File: config.mk
export PLATFORM = sky130hd
export DESIGN_NAME = pc_fetch_unit
export DESIGN_NICKNAME = d
export VERILOG_FILES = /design/src/rtl/pc_fetch_unit.sv
export SDC_FILE = /design/constraint.sdc
export NUM_CORES = 1
export LEC_CHECK = 0
export CORE_MARGIN = 1.5
export CORE_UTILIZATION = 40
export CTS_CLUSTER_SIZE = 10
export DETAILED_ROUTE_END_ITERATION = 10
export PLACE_DENSITY = 0.87
export SLEW_MARGIN = 25
export SYNTH_ARGS = -nofsm -noshare
export SYNTH_HDL_FRONTEND = slang
export SYNTH_SLANG_ARGS = --single-unit
export TNS_END_PERCENT = 100
File: constraint.sdc
create_clock -name CLK -period 2.4 [get_ports CLK]
set_input_delay 0.24 -clock CLK [delete_from_list [all_inputs] [get_ports CLK]]
set_output_delay 0.24 -clock CLK [all_outputs]
set_load 0.02 [all_outputs]
File: src/rtl/pc_fetch_unit.sv
// PC register and instruction fetch front end for the LEGv8 datapath.
// Fetches the instruction at CurrentPC, holds it for decode, and loads NextPC on retire.
module pc_fetch_unit #(
  parameter int unsigned         PC_WIDTH    = 64,
  parameter int unsigned         INSTR_WIDTH = 32,
  parameter logic [PC_WIDTH-1:0] RESET_PC    = '0,
  parameter int unsigned         CNT_WIDTH   = 32
) (
  input  logic                   CLK,
  input  logic                   Reset,
  input  logic [PC_WIDTH-1:0]    NextPC,
  input  logic                   Advance,
  input  logic                   Stall,
  output logic                   IMemReq,
  output logic [PC_WIDTH-1:0]    IMemAddr,
  input  logic                   IMemReady,
  input  logic [INSTR_WIDTH-1:0] IMemData,
  output logic [PC_WIDTH-1:0]    CurrentPC,
  output logic [INSTR_WIDTH-1:0] Instruction,
  output logic                   InstrValid,
  output logic                   Misaligned,
  output logic [CNT_WIDTH-1:0]   RetireCount
);

  typedef enum logic [1:0] {
    RST,
    FETCH,
    HOLD,
    FAULT
  } state_e;

  state_e                 state_q, state_d;
  logic [PC_WIDTH-1:0]    pc_q, pc_d;
  logic [INSTR_WIDTH-1:0] instr_q, instr_d;
  logic                   valid_q, valid_d;
  logic                   mis_q, mis_d;
  logic [CNT_WIDTH-1:0]   cnt_q, cnt_d;
  logic                   retire;

  assign retire = Advance & ~Stall;

  always_ff @(posedge CLK) begin
    if (Reset) begin
      state_q <= RST;
      pc_q    <= RESET_PC;
      instr_q <= '0;
      valid_q <= 1'b0;
      mis_q   <= 1'b0;
      cnt_q   <= '0;
    end else begin
      state_q <= state_d;
      pc_q    <= pc_d;
      instr_q <= instr_d;
      valid_q <= valid_d;
      mis_q   <= mis_d;
      cnt_q   <= cnt_d;
    end
  end

  // The PC is only ever loaded from NextPC; address stays frozen while a fetch is pending.
  always_comb begin
    state_d = state_q;
    pc_d    = pc_q;
    instr_d = instr_q;
    valid_d = valid_q;
    mis_d   = mis_q;
    cnt_d   = cnt_q;
    unique case (state_q)
      RST: state_d = FETCH;
      FETCH: begin
        if (IMemReady) begin
          instr_d = IMemData;
          valid_d = 1'b1;
          state_d = HOLD;
        end
      end
      HOLD: begin
        if (retire) begin
          pc_d    = NextPC;
          valid_d = 1'b0;
          cnt_d   = cnt_q + CNT_WIDTH'(1);
          if (NextPC[1:0] != 2'b00) begin
            mis_d   = 1'b1;
            state_d = FAULT;
          end else begin
            state_d = FETCH;
          end
        end
      end
      FAULT: state_d = FAULT;
      default: state_d = RST;
    endcase
  end

  always_comb begin
    IMemReq     = (state_q == FETCH);
    IMemAddr    = pc_q;
    CurrentPC   = pc_q;
    Instruction = instr_q;
    InstrValid  = valid_q;
    Misaligned  = mis_q;
    RetireCount = cnt_q;
  end

endmodule

==> implementation parameters <==
Parameter                              Value

Worst hold path
  Type of the most critical hold path ... input pin to register
  Start point of the worst min-delay path ... Reset

Power
  Switch Pwr ... roughly 1.2 mW
  Worst IR drop on VDD ... just over 0.5 mV
  Switch share ... between 20% and 30%
  Cell area power density ... approximately 590 nW/um^2
  Internal ... between 3 and 4 mW
  Part of the power in the clock network ... approximately 46%
  Power, Total ... approximately 5 mW
  Combinational fraction of design power ... 10.1%
  Sequential share of power ... 44.1%
  Cell leakage power ... around 3.0 nW

Floorplanning
  Overall die width ... around 120 um
  Full die area ... 14600 sq um
  Number of rows in the core area ... between 40 and 50
  Number of primary I/O pins ... 296
  Core Area ... roughly 13000 sq um
  Vert. Die Dim ... 121 um
  Initial Util ... 41.6%

Timing
  Clock skew after layout ... slightly below 0.01 ns
  Worst rel slew slack ... 59.2%
  RSZ-0062 raised after global routing ... no
  Fmax ... between 500 and 600 MHz
  Slew at the pin closest to its max-slew limit ... between 0.6 and 0.7 ns
  Final-report hold violation count ... 0
  TNS Setup ... 0 ns
  Minimum clock period ... 1.94 ns
  Post-route fraction of the period consumed by the critical path ... between 80% and 90%
  Max-slew violation total from the final report ... 0
  Final setup viols ... 0

Drt
  Drt pass-1 iters ... 5
  Antenna Nets Post-Route ... 0
  Via Count ... about 5400
  Number of design rule violations left after detail routing ... 0
  Via density per instance ... 4.94
  Drt wl/cell ... between 15 and 20 um
  Final WL ... between 15000 and 20000 um
  Detailed Route Iter0 Violations ... between 300 and 400

Global routing
  Maximum number of pins on one net before global-route repair ... a little under 80
  Antenna violations before repair ... 0
  Total routing resource utilization after global routing ... around 22%
  Via count of the first global-routing pass ... 4998
  Remaining global-route overflow ... 0
  First-pass GRT wire length ... 25300 um

CTS
  Cts repair resizes ... 0
  Post-CTS setup-driven buffer insertion count ... 0
  Clock slew at the register clock pins of the worst setup and hold paths ... around 0.06 ns
  Count of H-tree levels built during CTS ... 4
  Clock Latency Late Sink ... just over 0.4 ns
  Number of clock sinks ... between 100 and 150
  Clock tree from TritonCTS ... done
  Clock buffer depth ... 2
  CTS Root Cell ... clkbuf_16
  Cts-stage hold buffer count ... 0
  TritonCTS buffer count ... 17

Setup path
  Reg2reg start ... RetireCount[7]
  Critical path arrival ... 2.26 ns
  Timing startpoint of the critical path ... RetireCount[7]
  Register-to-register setup slack ... about 0.46 ns
  End of the worst register-to-register path ... RetireCount[14]
  Crit Path Max Fanout ... 25
  Class of the most critical setup path ... register to register
  Endpoint type of the worst setup path ... register
  Required time at the worst-slack endpoint ... roughly 2.7 ns
  Worst Reg2Reg Path Length in Cells ... 4
  Crit start category ... register
  Worst setup path endpoint ... RetireCount[14]

Flow run
  Max_cap viols ... 0

Synth
  Synth Area per Inst ... 8.06 sq um
  Synth warnings ... 0
  Yosys reg bits ... between 100 and 150
  Library cells used by synthesis ... 36
  Syn Std Cell Area ... 5570 sq um
  Number of instances in the synthesized netlist ... roughly 690
  Sequential area share after synthesis ... roughly 47%
  Net count after synthesis ... approximately 800

Final layout
  Net total in the final layout ... roughly 1000
  Cell area after layout ... 8720 sq um
  Fillers ... 1114
  Relative area change from synthesis to final layout ... 56.5%
  Most frequent cells in the layout ... clkdlybuf4s50_1 (294), nand2_1 (207), dfxtp_1 (132)
  Most common library cell in the layout ignoring fill and taps ... clkdlybuf4s50_1
  Count of antenna diodes in the layout ... 0
  Fraction of layout cells with a size suffix above 1 ... 6.19%

Placement
  Placer Congestion ... between 0.8 and 0.9
  Detailed-placement wirelength estimate ... around 12000 um
  Instance area after placement ... about 8200 sq um
  Count of buffers inserted at the top-level ports ... about 300

Status
  Run status ... finished clean
==> cells by family after synthesis <==
group                      synth area share, %
AOI/OAI and AO/OA                         11.1
DFF                                       47.4
xor gates and xnor gates                  1.57
and+or+nand+nor                           24.7
adders and majority gates                0.225
buffers and inverters                     12.3
muxes                                     2.63
==> stage by stage <==
step	hold slack [ns]	instances	setup slack (ns)	util, %
floorplan	0.376	691	0.564	-
global placement	0.440	1066	0.246	61.1
detailed placement	0.445	1066	0.207	61.1
CTS	0.214	1097	0.482	65.1
global route	0.239	1097	0.367	65.1
finish	0.235	1097	0.464	65.1
==> synth_stat cells, drive strengths merged <==
library cell  number  share of area, %
or4                5              0.67
and2               1              0.11
nand2            207                14
mux2              13               2.6
nor4b              1              0.16
or2                1              0.11
inv                4              0.27
nand4             10               1.5
xor2               7               1.1
and3               5              0.56
clkbuf            23               1.6
a211oi             1              0.13
nor4              12               1.3
and4               5              0.83
o31ai              5              0.67
nor2b             14               1.6
dfxtp            132                47
nand4bb            1              0.20
nand3             11               1.2
ha                 1              0.22
o21ai              5              0.45
and4bb             1              0.29
xnor2              3              0.47
or3                3              0.34
a21oi            109               9.8
nor2              25               1.7
nor3               2              0.18
buf               84                11
==> how the worst min path moves through the flow <==
stage | endpoint | slack [ns] | depth (start not counted)
global placement | Instruction[28] | 0.44 | 2
global route | RetireCount[13] | 0.24 | 2
floorplan | CurrentPC[0] | 0.38 | 2
detailed placement | Misaligned | 0.45 | 2
CTS | RetireCount[23] | 0.21 | 2
finish | RetireCount[23] | 0.23 | 2
==> worst max-delay path, stage by stage (launching register included) <==
cell and delay [ns]:
dfxtp_1 0.43, and4_4 0.28, nand4_4 0.30, or4_1 0.63
a21oi_1 0.20
==> per-layer routing <==
metal | GRT usage, % | vias up | share of wire [%] | wire length [um]
met5 | 0 | - | 0 | 0
met4 | 7.79 | 0 | 1.4 | 235
met3 | 6.58 | 18 | 7.3 | 1200
met2 | 40.4 | 214 | 53 | 8820
met1 | 24.6 | 2521 | 38 | 6310
li1 | - | 2661 | - | -
==> registers in the layout (all words and copies together) (netlist names) <==
name,flops
CurrentPC,64
InstrValid,1
Instruction,32
Misaligned,1
RetireCount,32
state_q,2
==> power groups by stage <==
stage               clock [mW]  sequential (mW)  combinational, mW
finish                    2.35             2.27              0.520
global route              2.50             2.28              0.559
CTS                       2.40             2.27              0.522
detailed placement           0             2.32              0.519
global placement             0             2.32              0.513
floorplan                    0             2.37              0.166
==> final cells by class <==
| class | count | area [sq um] | area share (%) |
|---|---|---|---|
| sequential | 132 | 2640 | 30.3 |
| inverter | 4 | 15.0 | 0.172 |
| clock buffer | 21 | 450 | 5.17 |
| clock inverter | 10 | 85.1 | 0.976 |
| timing repair buffer | 306 | 3050 | 34.9 |
| multi-input combinational | 448 | 2260 | 25.9 |
| tap | 176 | 220 | 2.53 |
Note: power is estimated with default switching activity, not from simulation.
